File: config.mk
export PLATFORM = sky130hd
export DESIGN_NAME = approx_et_sweep_ctrl_flat
export DESIGN_NICKNAME = d
export VERILOG_FILES = /design/src/rtl/approx_et_sweep_ctrl_if.sv /design/src/rtl/approx_et_sweep_ctrl.sv /design/src/flat_wrapper.sv
export SDC_FILE = /design/constraint.sdc
export NUM_CORES = 1
export LEC_CHECK = 0
export ABC_AREA = 1
export ABC_CLOCK_PERIOD_IN_PS = 4600
export CORE_ASPECT_RATIO = 0.8
export CORE_MARGIN = 2
export CORE_UTILIZATION = 53
export DETAILED_ROUTE_END_ITERATION = 10
export PLACE_DENSITY = 0.8
export SYNTH_ARGS = -nofsm -noshare
export SYNTH_HDL_FRONTEND = slang
export SYNTH_SLANG_ARGS = --single-unit
export TNS_END_PERCENT = 30
File: constraint.sdc
create_clock -name clk -period 4.6 [get_ports clk]
set_clock_uncertainty 0.2 [all_clocks]
set_input_delay 0.46 -clock clk [delete_from_list [all_inputs] [get_ports clk]]
set_output_delay 0.46 -clock clk [all_outputs]
set_load 0.02 [all_outputs]
File: src/rtl/approx_et_sweep_ctrl_if.sv
// Handshake/result bundle between an ET-qualification harness and the sweep controller.
// The harness owns the master side and drives both datapath responses back in.
interface approx_et_sweep_ctrl_if #(
  parameter int IN_W  = 6,
  parameter int OUT_W = 4
);
  logic                    start;
  logic                    abort;
  logic [OUT_W-1:0]        et_thr;
  logic [IN_W-1:0]         dut_in;
  logic [OUT_W-1:0]        exact_out;
  logic [OUT_W-1:0]        approx_out;
  logic                    busy;
  logic                    done;
  logic                    pass;
  logic [OUT_W-1:0]        max_err;
  logic [IN_W:0]           viol_cnt;
  logic [IN_W+OUT_W-1:0]   err_sum;

  modport master (
    output start, abort, et_thr, exact_out, approx_out,
    input  dut_in, busy, done, pass, max_err, viol_cnt, err_sum
  );

  modport slave (
    input  start, abort, et_thr, exact_out, approx_out,
    output dut_in, busy, done, pass, max_err, viol_cnt, err_sum
  );
endinterface

File: src/rtl/approx_et_sweep_ctrl.sv
// Exhaustive error-threshold sweep: drives every input vector into an exact/approximate
// datapath pair, accumulates worst-case error, violation count and error sum, reports pass.
module approx_et_sweep_ctrl #(
  parameter int IN_W  = 6,
  parameter int OUT_W = 4,
  parameter int LAT   = 0
) (
  input logic                   clk,
  input logic                   rst_n,
  approx_et_sweep_ctrl_if.slave bus
);

  typedef enum logic [1:0] {S_IDLE, S_SWEEP, S_DRAIN, S_DONE} state_e;

  localparam logic [IN_W-1:0] VEC_LAST = '1;
  localparam logic [2:0]      LAT_M1   = 3'(LAT - 1);

  state_e                  state_q, state_d;
  logic [IN_W-1:0]         vec_q, vec_d;
  logic [2:0]              drn_q, drn_d;
  logic [OUT_W-1:0]        thr_q, thr_d;
  logic [OUT_W-1:0]        max_q, max_d;
  logic [IN_W:0]           viol_q, viol_d;
  logic [IN_W+OUT_W-1:0]   sum_q, sum_d;
  logic                    pass_q, pass_d;

  logic                    busy, go, kill, cmp_vld, upd;
  logic signed [OUT_W:0]   diff;
  logic [OUT_W:0]          mag;
  logic [OUT_W-1:0]        err;

  assign busy = (state_q == S_SWEEP) || (state_q == S_DRAIN);
  assign go   = (state_q == S_IDLE) && bus.start && !bus.abort;
  assign kill = busy && bus.abort;

  // One extra bit keeps the difference signed so 0 vs 15 yields 15, not a wrapped value.
  assign diff = signed'({1'b0, bus.exact_out}) - signed'({1'b0, bus.approx_out});
  assign mag  = diff[OUT_W] ? unsigned'(-diff) : unsigned'(diff);
  assign err  = mag[OUT_W-1:0];
  assign upd  = cmp_vld && !kill;

  // Compare-valid tracks each issued vector until its response settles LAT cycles later.
  generate
    if (LAT == 0) begin : g_nopipe
      assign cmp_vld = (state_q == S_SWEEP);
    end else begin : g_pipe
      logic [LAT:1] vld_pipe_q;
      always_ff @(posedge clk or negedge rst_n) begin
        if (!rst_n) begin
          vld_pipe_q <= '0;
        end else if (kill) begin
          vld_pipe_q <= '0;
        end else begin
          vld_pipe_q[1] <= (state_q == S_SWEEP);
          for (int i = 2; i <= LAT; i++) vld_pipe_q[i] <= vld_pipe_q[i-1];
        end
      end
      assign cmp_vld = vld_pipe_q[LAT];
    end
  endgenerate

  always_comb begin
    state_d = state_q;
    vec_d   = vec_q;
    drn_d   = '0;
    thr_d   = thr_q;
    max_d   = max_q;
    viol_d  = viol_q;
    sum_d   = sum_q;
    pass_d  = pass_q;

    if (upd) begin
      if (err > max_q) max_d = err;
      if (err > thr_q) viol_d = viol_q + (IN_W+1)'(1);
      sum_d = sum_q + (IN_W+OUT_W)'(err);
    end

    case (state_q)
      S_IDLE: begin
        if (go) begin
          state_d = S_SWEEP;
          vec_d   = '0;
          thr_d   = bus.et_thr;
          max_d   = '0;
          viol_d  = '0;
          sum_d   = '0;
          pass_d  = 1'b0;
        end
      end
      S_SWEEP: begin
        if (bus.abort) begin
          state_d = S_IDLE;
          vec_d   = '0;
          pass_d  = 1'b0;
        end else if (vec_q == VEC_LAST) begin
          state_d = (LAT > 0) ? S_DRAIN : S_DONE;
        end else begin
          vec_d = vec_q + IN_W'(1);
        end
      end
      S_DRAIN: begin
        if (bus.abort) begin
          state_d = S_IDLE;
          vec_d   = '0;
          pass_d  = 1'b0;
        end else if (drn_q == LAT_M1) begin
          state_d = S_DONE;
        end else begin
          drn_d = drn_q + 3'd1;
        end
      end
      S_DONE: begin
        state_d = S_IDLE;
        vec_d   = '0;
      end
      default: state_d = S_IDLE;
    endcase

    // The final compare retires on the same edge that enters DONE, so use its next value.
    if (state_d == S_DONE) pass_d = (viol_d == '0);
  end

  always_ff @(posedge clk or negedge rst_n) begin
    if (!rst_n) begin
      state_q <= S_IDLE;
      vec_q   <= '0;
      drn_q   <= '0;
      thr_q   <= '0;
      max_q   <= '0;
      viol_q  <= '0;
      sum_q   <= '0;
      pass_q  <= 1'b0;
    end else begin
      state_q <= state_d;
      vec_q   <= vec_d;
      drn_q   <= drn_d;
      thr_q   <= thr_d;
      max_q   <= max_d;
      viol_q  <= viol_d;
      sum_q   <= sum_d;
      pass_q  <= pass_d;
    end
  end

  assign bus.dut_in   = busy ? vec_q : '0;
  assign bus.busy     = busy;
  assign bus.done     = (state_q == S_DONE);
  assign bus.pass     = pass_q;
  assign bus.max_err  = max_q;
  assign bus.viol_cnt = viol_q;
  assign bus.err_sum  = sum_q;

endmodule

File: src/flat_wrapper.sv
// flat-port wrapper written by rule: the top's interface ports become plain ports
module approx_et_sweep_ctrl_flat 
#(
  parameter int IN_W  = 6,
  parameter int OUT_W = 4,
  parameter int LAT   = 0
)
  (clk, rst_n, bus_start, bus_abort, bus_et_thr, bus_exact_out, bus_approx_out, bus_dut_in, bus_busy, bus_done, bus_pass, bus_max_err, bus_viol_cnt, bus_err_sum);
  approx_et_sweep_ctrl_if #(.IN_W(IN_W), .OUT_W(OUT_W)) bus_i ();
  input logic clk;
  input logic rst_n;
  input wire logic [$bits(bus_i.start)-1:0] bus_start;
  input wire logic [$bits(bus_i.abort)-1:0] bus_abort;
  input wire logic [$bits(bus_i.et_thr)-1:0] bus_et_thr;
  input wire logic [$bits(bus_i.exact_out)-1:0] bus_exact_out;
  input wire logic [$bits(bus_i.approx_out)-1:0] bus_approx_out;
  output wire logic [$bits(bus_i.dut_in)-1:0] bus_dut_in;
  output wire logic [$bits(bus_i.busy)-1:0] bus_busy;
  output wire logic [$bits(bus_i.done)-1:0] bus_done;
  output wire logic [$bits(bus_i.pass)-1:0] bus_pass;
  output wire logic [$bits(bus_i.max_err)-1:0] bus_max_err;
  output wire logic [$bits(bus_i.viol_cnt)-1:0] bus_viol_cnt;
  output wire logic [$bits(bus_i.err_sum)-1:0] bus_err_sum;
  assign bus_i.start = bus_start;
  assign bus_i.abort = bus_abort;
  assign bus_i.et_thr = bus_et_thr;
  assign bus_i.exact_out = bus_exact_out;
  assign bus_i.approx_out = bus_approx_out;
  assign bus_dut_in = bus_i.dut_in;
  assign bus_busy = bus_i.busy;
  assign bus_done = bus_i.done;
  assign bus_pass = bus_i.pass;
  assign bus_max_err = bus_i.max_err;
  assign bus_viol_cnt = bus_i.viol_cnt;
  assign bus_err_sum = bus_i.err_sum;
  approx_et_sweep_ctrl #(.IN_W(IN_W), .OUT_W(OUT_W), .LAT(LAT)) u_core (.clk(clk), .rst_n(rst_n), .bus(bus_i));
endmodule
==> results.py, run 1 <==
metrics = {
    "run_status": {
        "status": "finished, final reports clean",
    },
    "timing": {
        "hold_slack_ns": 0.0774,
        "finalSetupTns_ns": 0,
        "fmax_ghz": 0.271,
        "worstMarginPinSlew_ns": 0.827,
        "relSlewSlack_pct": 44.8,
        "maxSlewViolCount": 0,
        "hold_violations": 0,
        "period_share_pct": 80.1,
        "setup_viol": 0,
        "setup_slack_ns": 0.913,
        "final.min_clock_period_ns": 3.69,
        "rsz0062_at_grt": "false",
    },
    "critical_path": {
        "cp.required_ns": 4.57,
        "arrival_ns": 3.65,
        "cp-start-kind": "input pin",
        "rr_startpoint": "u_core.state_q[0]$_DFF_PN0_",
        "r2r.worst_path.cells": 11,
        "worstSetupPathType": "in2reg",
        "r2r_end": "u_core.bus.pass$_DFFE_PN0P_",
        "regToRegSetupSlack_ns": 2.12,
        "cp_max_fo": 11,
        "endpoint_kind": "register",
    },
    "cts": {
        "h-tree-depth": 2,
        "cts.path.max_buffers": 2,
        "cts_tree": "done",
        "cts_setup_buffers": 0,
        "cts_buffers": 5,
        "cts-root-buf": "clkbuf_8",
        "clk_latency_ns": 0.28,
        "cts_hold_buffers": 0,
        "cts_resized": 0,
        "clkTransAtPathRegs_ns": 0.07,
        "cts_sinks": 37,
    },
    "routing": {
        "totalWireLength_mm": 5.15,
        "wl_met3_um": 244,
        "dr_wl_met2_mm": 2.30,
        "antenna_left": 0,
        "highest_layer": "met4",
        "post-route-drc-count": 0,
        "wl_met1_mm": 2.59,
        "drt-pass1-iter-count": 6,
        "routedWlPerCell_um": 11.8,
        "via_per_inst": 5.05,
        "drt_iter0_markers": 89,
        "num_vias": 2206,
    },
    "yosys": {
        "synthCells": 330,
        "yosysSeqAreaShare_pct": 36.3,
        "syn-num-nets": 374,
        "synth_area_leader_cell": "dfrtp_1",
        "synth-seq-cells": 37,
        "syn_area_um2": 2550,
        "netlist_top_cells_area": "dfrtp_1 36%, ha_1 13%, nand2_1 9.6%",
        "yosysWarnings": 0,
        "synth.distinct_cells": 35,
        "avgSynthCellArea_um2": 7.73,
        "synth_top_area_share_pct": 36.3,
    },
    "floorplan": {
        "io_pins": 46,
        "core-area_um2": 4600,
        "rows": 22,
        "die_area_um2": 5390,
        "die_x_um": 81.6,
        "die_y_um": 66.1,
        "start_util_pct": 55.5,
    },
    "finish": {
        "fin_area_um2": 3160,
        "area_growth_pct": 23.8,
        "drive_above_1_share_pct": 6.63,
        "finalNetCount": 420,
        "diodes": 0,
    },
    "placement": {
        "dp_hpwl_mm": 3.87,
        "portBuffers": 45,
        "placed_area_um2": 3040,
        "pre_cts_ws_ns": 0.584,
        "gp_congestion": 0.896,
    },
    "global_route": {
        "grt_pass1_vias": 2098,
        "antenna_found_initial": 0,
        "grtUsageTotal_pct": 21.2,
        "grt_max_degree": 38,
        "grt_pass1_wl_mm": 8.98,
        "gr-total-overflow": 0,
    },
    "power_and_ir_drop": {
        "power.total_mw": 1.58,
        "total_leakage_power_nw": 1.62,
        "ir_worst_vdd_uv": 408,
        "powerDensity_nw_per_um2": 501,
    },
    "worst_hold_path": {
        "hold_class": "in2async",
    },
    "run": {
        "maxCapViolations": 0,
    },
}
==> state kept, by name (all words and copies together), names as in the netlist <==
signal,count
u_core.bus.err_sum,10
u_core.vec_q,6
u_core.drn_q,3
u_core.bus.viol_cnt,7
u_core.thr_q,4
u_core.bus.pass,1
u_core.bus.max_err,4
u_core.state_q,2
==> Yosys cell counts (all sizes together) <==
master	count
a211oi	1
a21oi	20
and2	1
buf	5
clkbuf	1
clkinv	1
dfrtp	37
fa	2
ha	26
inv	66
nand2	69
nand3	26
nand3b	2
nand4	4
nor2	27
nor3	6
o21a	2
o21ai	23
o221ai	1
o22ai	2
xnor2	3
xor2	5
==> where the power goes <==
part / leakage [nW] / switching (mW) / internal (mW)
sequential: 0.492 / 0.0703 / 0.404
clock: 0.0585 / 0.113 / 0.177
combinational: 1.07 / 0.489 / 0.329
total: 1.62 / 0.672 / 0.910
==> logic make-up (layout without fill, tap and decap cells) <==
logic type	Yosys count	after routing	synth area share (%)
xor gates and xnor gates	8	8	2.75
DFF	37	37	36.3
buffers and inverters	73	120	11.1
adders and majority gates	28	28	14.3
AOI/OAI and AO/OA	49	49	10.3
and+or+nand+nor	135	135	25.2
==> cell usage in the layout, fill, tap and decap left out, types with 3 or more instances in the layout <==
master,netlist,layout
ha_1,26,26
nand4_1,4,4
dfrtp_1,37,37
a21oi_1,20,20
xor2_1,5,5
nor3_1,5,5
nand2_2,3,3
clkbuf_8,0,6
nand3_1,22,22
nand3_2,3,3
clkdlybuf4s50_1,0,44
nor2_2,3,3
nor2_1,22,22
o21ai_1,3,3
xnor2_1,3,3
nand2_1,65,65
inv_1,64,64
o21ai_0,19,19
==> worst max-delay path by stage <==
stage / slack, ns / from / to / cells past startpoint
floorplan: 1.48 / bus_exact_out[0] / u_core.bus.pass$_DFFE_PN0P_ / 22
global placement: 0.70 / bus_approx_out[0] / u_core.bus.pass$_DFFE_PN0P_ / 21
detailed placement: 0.58 / bus_approx_out[0] / u_core.bus.pass$_DFFE_PN0P_ / 21
CTS: 0.91 / bus_approx_out[0] / u_core.bus.pass$_DFFE_PN0P_ / 21
global route: 0.60 / bus_exact_out[0] / u_core.bus.pass$_DFFE_PN0P_ / 22
finish: 0.91 / bus_approx_out[0] / u_core.bus.pass$_DFFE_PN0P_ / 21
==> layer usage <==
metal	vias to the layer above	GRT usage, %
met5	-	0
met2	51	32.3
met3	2	4.64
met1	1021	31.1
li1	1132	-
met4	0	3.96
==> through the flow <==
stage	util (%)	std cells
after detailed placement	66.2	429
after floorplan	-	330
after global placement	66.2	429
after CTS	68.7	437
final	68.7	437
after global routing	68.7	437
==> critical path, stage by stage <==
cell and delay [ns]:
clkdlybuf4s50_1 0.46, ha_1 0.14, inv_1 0.06, fa_1 0.39
xor2_1 0.26, nor2_1 0.07, a21oi_1 0.15, xnor2_1 0.16
inv_1 0.12, ha_1 0.32, nand2_2 0.08, inv_1 0.05
nand2_1 0.05, nand2_1 0.27, nand2_1 0.14, o21ai_0 0.17
nand2_1 0.08, nand2_1 0.07, nor2_1 0.04, nand2_1 0.05
nand2_1 0.04
==> layout make-up <==
type / count / area [um2]
sequential: 37 / 926
tap: 60 / 75.1
clock buffer: 7 / 86.3
clock inverter: 1 / 30.0
fill: 391 / 1440
inverter: 67 / 254
multi-input combinational: 220 / 1340
timing repair buffer: 45 / 445
No activity file was read; power rests on OpenSTA's default activity.
==> inputs of run 2 (changes only) <==
ABC_CLOCK_PERIOD_IN_PS = 3010   (was 4600)
CORE_UTILIZATION = 48   (was 53)
PLACE_DENSITY = 0.77   (was 0.8)
clock period = 3.01 ns   (was 4.6 ns; I/O delays follow)
==> results.py, run 2 (synthesized netlist as in run 1, its figures left out) <==
metrics = {
    "run_status": {
        "status": "finished, final reports clean",
    },
    "cts": {
        "clk_latency_ns": 0.29,
        "cts.path.max_buffers": 2,
        "h-tree-depth": 2,
        "clkTransAtPathRegs_ns": 0.08,
        "cts-root-buf": "clkbuf_8",
        "cts_buffers": 5,
        "cts_sinks": 37,
        "cts_tree": "done",
    },
    "finish": {
        "utilization_pct": 74.5,
        "finalNetCount": 455,
        "layout_common_cells": "56 x inv_1, 54 x nand2_1, 38 x clkdlybuf4s50_1",
        "diodes": 0,
        "area_growth_pct": 47.9,
        "layout_commonest_cell": "inv_1",
        "finalNonFillerCells": 473,
        "drive_above_1_share_pct": 29.2,
        "largest_reg_flops": 10,
    },
    "routing": {
        "antenna_left": 0,
        "post-route-drc-count": 0,
        "via_per_inst": 5.25,
        "totalWireLength_mm": 7.28,
        "drt_iter0_markers": 100,
        "routedWlPerCell_um": 15.4,
        "drt-pass1-iter-count": 5,
        "num_vias": 2484,
    },
    "floorplan": {
        "io_pins": 46,
        "die_x_um": 85.5,
        "start_util_pct": 50.4,
        "die_y_um": 69.2,
        "rows": 23,
        "core-area_um2": 5060,
        "die_area_um2": 5920,
    },
    "global_route": {
        "grt_pass1_wl_mm": 11.2,
        "grt_max_degree": 38,
        "grtUsageTotal_pct": 23.5,
        "grt_pass1_vias": 2498,
        "antenna_found_initial": 0,
        "gr-total-overflow": 0,
    },
    "critical_path": {
        "cp_max_fo": 6,
        "arrival_ns": 3.01,
        "cp.required_ns": 3.04,
        "regToRegSetupSlack_ns": 0.88,
        "crit_slowest_cell": "fa_2",
        "worstSetupPathType": "in2reg",
        "critical_path.max_stage_delay_ns": 0.57,
        "path_cells": "buf_2, inv_2, ha_4, inv_2, fa_2, inv_2, ha_4, nor2_4, xor2_2, ha_1, nand2_4, nor2_4, nor2_4, nand2_2, nand2_1, nand3_2, buf_4, buf_4, inv_1",
        "cp-start-kind": "input pin",
        "endpoint_kind": "register",
    },
    "timing": {
        "final.min_clock_period_ns": 2.98,
        "setup_viol": 0,
        "worstMarginPinSlew_ns": 0.475,
        "relSlewSlack_pct": 68.3,
        "maxSlewViolCount": 0,
        "fmax_ghz": 0.336,
        "hold_violations": 0,
        "finalSetupTns_ns": 0,
        "period_share_pct": 99.0,
    },
    "power_and_ir_drop": {
        "power.total_mw": 3.06,
        "ir_worst_vdd_uv": 632,
        "total_leakage_power_nw": 1.84,
        "powerDensity_nw_per_um2": 811,
    },
    "placement": {
        "dp_hpwl_mm": 4.38,
        "placedCellCount": 457,
        "portBuffers": 45,
        "gp_congestion": 0.881,
    },
    "worst_hold_path": {
        "hold_class": "in2async",
    },
    "run": {
        "maxCapViolations": 0,
    },
}
==> run 2: changes by cell type in the layout (fill, tap and decap cells not counted), moves of 6 or more <==
cell and change:
nand2_2 +9, clkdlybuf4s50_1 -6, buf_4 +29, inv_1 -8, inv_2 +8, a21oi_1 -6, nand3_1 -10, nand3_2 +9
ha_1 -11, nand2_1 -11, ha_4 +11
==> run 2: critical path: cells and delay by family <==
kind,cells,cell delay (ns)
xor gates and xnor gates,1,0.20
adders and majority gates,4,1.16
buffers and inverters,7,0.58
and+or+nand+nor,7,0.77
==> run 2: repair_timing <==
action / 4_1_cts / 5_1_grt
buffers inserted: 5 / 4
hold buffers: 0 / 0
setup endpoints to repair: 19 / 19
resized for setup: 54 / 39
hold endpoints to repair: 0 / 0
pin swaps: 31 / 36
==> run 2: report_power, final <==
| part | switching, mW | total, mW | internal, mW | leakage (nW) |
|---|---|---|---|---|
| Sequential | 0.123 | 0.740 | 0.617 | 0.492 |
| Clock | 0.182 | 0.364 | 0.182 | 0.0443 |
| Combinational | 1.05 | 1.95 | 0.906 | 1.31 |
| Total | 1.35 | 3.06 | 1.71 | 1.84 |
==> run 2: routing by layer <==
layer  track usage (%)  wire length, um
met5                 0                0
met4              8.29              133
met1              30.3             3090
met3              4.17              357
met2              39.5             3690
==> run 2: area by class of cell <==
cell class | count | area [um2]
Inverter | 67 | 254
Clock buffer | 7 | 86.3
Fill cell | 355 | 1290
Multi-Input combinational cell | 220 | 1690
Tap cell | 62 | 77.6
Timing Repair Buffer | 80 | 734
Sequential cell | 37 | 926
==> run 2: path summary, 6_finish.rpt <==
kind	startpoint	to	depth (start not counted)
setup / recovery	bus_exact_out[0]	u_core.bus.viol_cnt[1]$_DFF_PN0_	19
hold / removal	rst_n	u_core.bus.viol_cnt[0]$_DFF_PN0_	2
setup reg to reg	u_core.state_q[1]$_DFF_PN0_	u_core.vec_q[5]$_DFFE_PN0P_	9
hold reg to reg	u_core.drn_q[0]$_DFF_PN0_	u_core.drn_q[0]$_DFF_PN0_	1
max in group asynchronous	rst_n	u_core.bus.max_err[2]$_DFF_PN0_	2
min in group clk	u_core.drn_q[0]$_DFF_PN0_	u_core.drn_q[0]$_DFF_PN0_	1
==> run 2: metrics by stage <==
step / worst slack, ns / area, um2 / hold slack, ns
floorplan: 0.0521 / 2550 / -0.195
global placement: -0.609 / 3240 / 0.236
detailed placement: -0.679 / 3240 / 0.234
CTS: 0.00502 / 3560 / 0.248
global route: -0.0814 / 3770 / 0.263
finish: 0.0294 / 3770 / 0.228
==> inputs of run 3 (changes only) <==
CORE_MARGIN = not set   (was 2)
PLACE_DENSITY = 0.85   (was 0.77)
==> results.py, run 3 (synthesized netlist as in run 1, its figures left out) <==
metrics = {
    "run_status": {
        "status": "finished, final reports clean",
    },
    "timing": {
        "worstMarginPinSlew_ns": 0.478,
        "setup_slack_ns": 0.00218,
        "hold_violations": 0,
        "final.min_clock_period_ns": 3.01,
        "fmax_ghz": 0.332,
        "period_share_pct": 99.9,
        "relSlewSlack_pct": 68.2,
        "maxSlewViolCount": 0,
        "setup_viol": 0,
    },
    "placement": {
        "dp_hpwl_mm": 4.26,
        "pre_cts_ws_ns": -0.779,
        "portBuffers": 45,
        "gp_congestion": 0.876,
    },
    "global_route": {
        "gr-total-overflow": 0,
        "grt_max_degree": 38,
        "grt_pass1_wl_mm": 11.4,
        "grt_pass1_vias": 2451,
        "grtUsageTotal_pct": 26.0,
        "antenna_found_initial": 0,
    },
    "power_and_ir_drop": {
        "p_comb_share_pct": 62.9,
        "swShare_pct": 45.3,
        "pwr-share-seq_pct": 24.6,
        "p_int_mw": 1.65,
        "total_leakage_power_nw": 1.81,
        "p_switching_mw": 1.37,
        "power.total_mw": 3.03,
        "ir_worst_vdd_uv": 519,
        "powerDensity_nw_per_um2": 816,
        "power_frac_clock_pct": 12.5,
    },
    "routing": {
        "routedWlPerCell_um": 16.1,
        "antenna_left": 0,
        "via_per_inst": 5.36,
        "drt-pass1-iter-count": 5,
        "post-route-drc-count": 0,
        "num_vias": 2504,
        "totalWireLength_mm": 7.53,
        "drt_iter0_markers": 177,
    },
    "cts": {
        "clkTransAtPathRegs_ns": 0.09,
        "clk_latency_ns": 0.30,
        "cts_sinks": 37,
        "cts.path.max_buffers": 2,
        "cts-root-buf": "clkbuf_8",
        "cts_hold_buffers": 0,
        "cts_tree": "done",
        "h-tree-depth": 2,
        "cts_buffers": 5,
    },
    "floorplan": {
        "die_x_um": 83.5,
        "io_pins": 46,
        "rows": 23,
        "start_util_pct": 50.4,
        "core-area_um2": 5060,
        "die_y_um": 67.2,
        "die_area_um2": 5610,
    },
    "run": {
        "maxCapViolations": 0,
    },
    "critical_path": {
        "regToRegSetupSlack_ns": 0.91,
        "cp.required_ns": 2.99,
        "endpoint_kind": "register",
        "cp_max_fo": 7,
        "r2r_end": "u_core.vec_q[4]$_DFFE_PN0P_",
        "worstSetupPathType": "in2reg",
        "arrival_ns": 2.99,
        "cp-start-kind": "input pin",
        "rr_startpoint": "u_core.state_q[0]$_DFF_PN0_",
        "r2r.worst_path.cells": 10,
    },
    "finish": {
        "layout_common_cells": "56 x inv_1, 56 x nand2_1, 39 x clkdlybuf4s50_1",
        "finalNetCount": 449,
        "n_fill_cell": 352,
        "drive_above_1_share_pct": 27.7,
        "area_growth_pct": 45.4,
        "diodes": 0,
        "largest_reg_flops": 10,
    },
    "worst_hold_path": {
        "hold_class": "in2async",
    },
}
## run 3: changes by cell type in the layout (fill, tap and decap cells not counted), moves of 2 or more
cell     before  now
a21oi_2       5    7
buf_12        0    2
buf_4        29   25
buf_6         5    1
nand2_1      54   56
nand2_2      12   10
nand3_1      12   14
## run 3: power groups by stage
stage	logic [mW]	registers, mW	clock network [mW]
finish	1.90	0.743	0.378
global route	2.05	0.757	0.393
CTS	1.64	0.732	0.365
detailed placement	1.41	0.735	0
global placement	1.35	0.732	0
floorplan	0.820	0.799	0
## run 3: cell type report
cell class / instances / area, um2 / share of cell area (%)
multi-input combinational: 221 / 1680 / 45.4
sequential: 37 / 926 / 25.0
timing repair buffer: 73 / 682 / 18.4
inverter: 67 / 254 / 6.85
clock buffer: 7 / 86.3 / 2.33
tap: 62 / 77.6 / 2.09
## run 3: through the flow
step                      hold slack, ns  setup TNS [ns]  cells  utilization, %  area [um2]
final                              0.199               0    467            73.2        3710
after global routing               0.261          -0.121    467            73.2        3710
after CTS                          0.248               0    465            69.5        3520
after detailed placement           0.229          -10.53    452            63.3        3210
after global placement             0.236           -8.19    452            63.3        3210
after floorplan                   -0.195               0    330               -        2550
## run 3: repair_timing
action | 4_1_cts | 5_1_grt
buffers inserted | 5 | 2
gates resized for setup | 40 | 43
gates cloned | 1 | 0
pin swaps | 21 | 33
endpoints found under the setup margin | 19 | 18
## run 3: worst max-delay path by stage
stage | to | slack [ns] | start | cells after the start
after detailed placement | u_core.bus.pass$_DFFE_PN0P_ | -0.78 | bus_approx_out[0] | 21
after global placement | u_core.bus.pass$_DFFE_PN0P_ | -0.56 | bus_approx_out[0] | 21
after global routing | u_core.bus.pass$_DFFE_PN0P_ | -0.07 | bus_approx_out[1] | 19
after CTS | u_core.bus.pass$_DFFE_PN0P_ | 0.01 | bus_approx_out[3] | 21
final | u_core.bus.pass$_DFFE_PN0P_ | 0.002 | bus_approx_out[1] | 19
after floorplan | u_core.bus.pass$_DFFE_PN0P_ | 0.05 | bus_exact_out[0] | 22
## run 3: per-layer routing
layer  track usage (%)  wire, um
met1              31.4      3100
met2              46.1      3810
met3              5.13       433
met4              12.1       182
met5                 0         0
## run 3: worst max-delay path, stage by stage
cell           delay (ns)
dlygate4sd2_1        0.21
inv_2                0.06
fa_2                 0.60
inv_2                0.06
ha_4                 0.16
nor2_4               0.16
xor2_4               0.23
ha_4                 0.24
nand2_4              0.08
nor2_4               0.05
nor2_4               0.14
buf_12               0.14
nand3_2              0.07
nand2_1              0.10
nand3_2              0.11
nand3_2              0.10
nor2_2               0.04
nand2_1              0.05
nand2_1              0.06
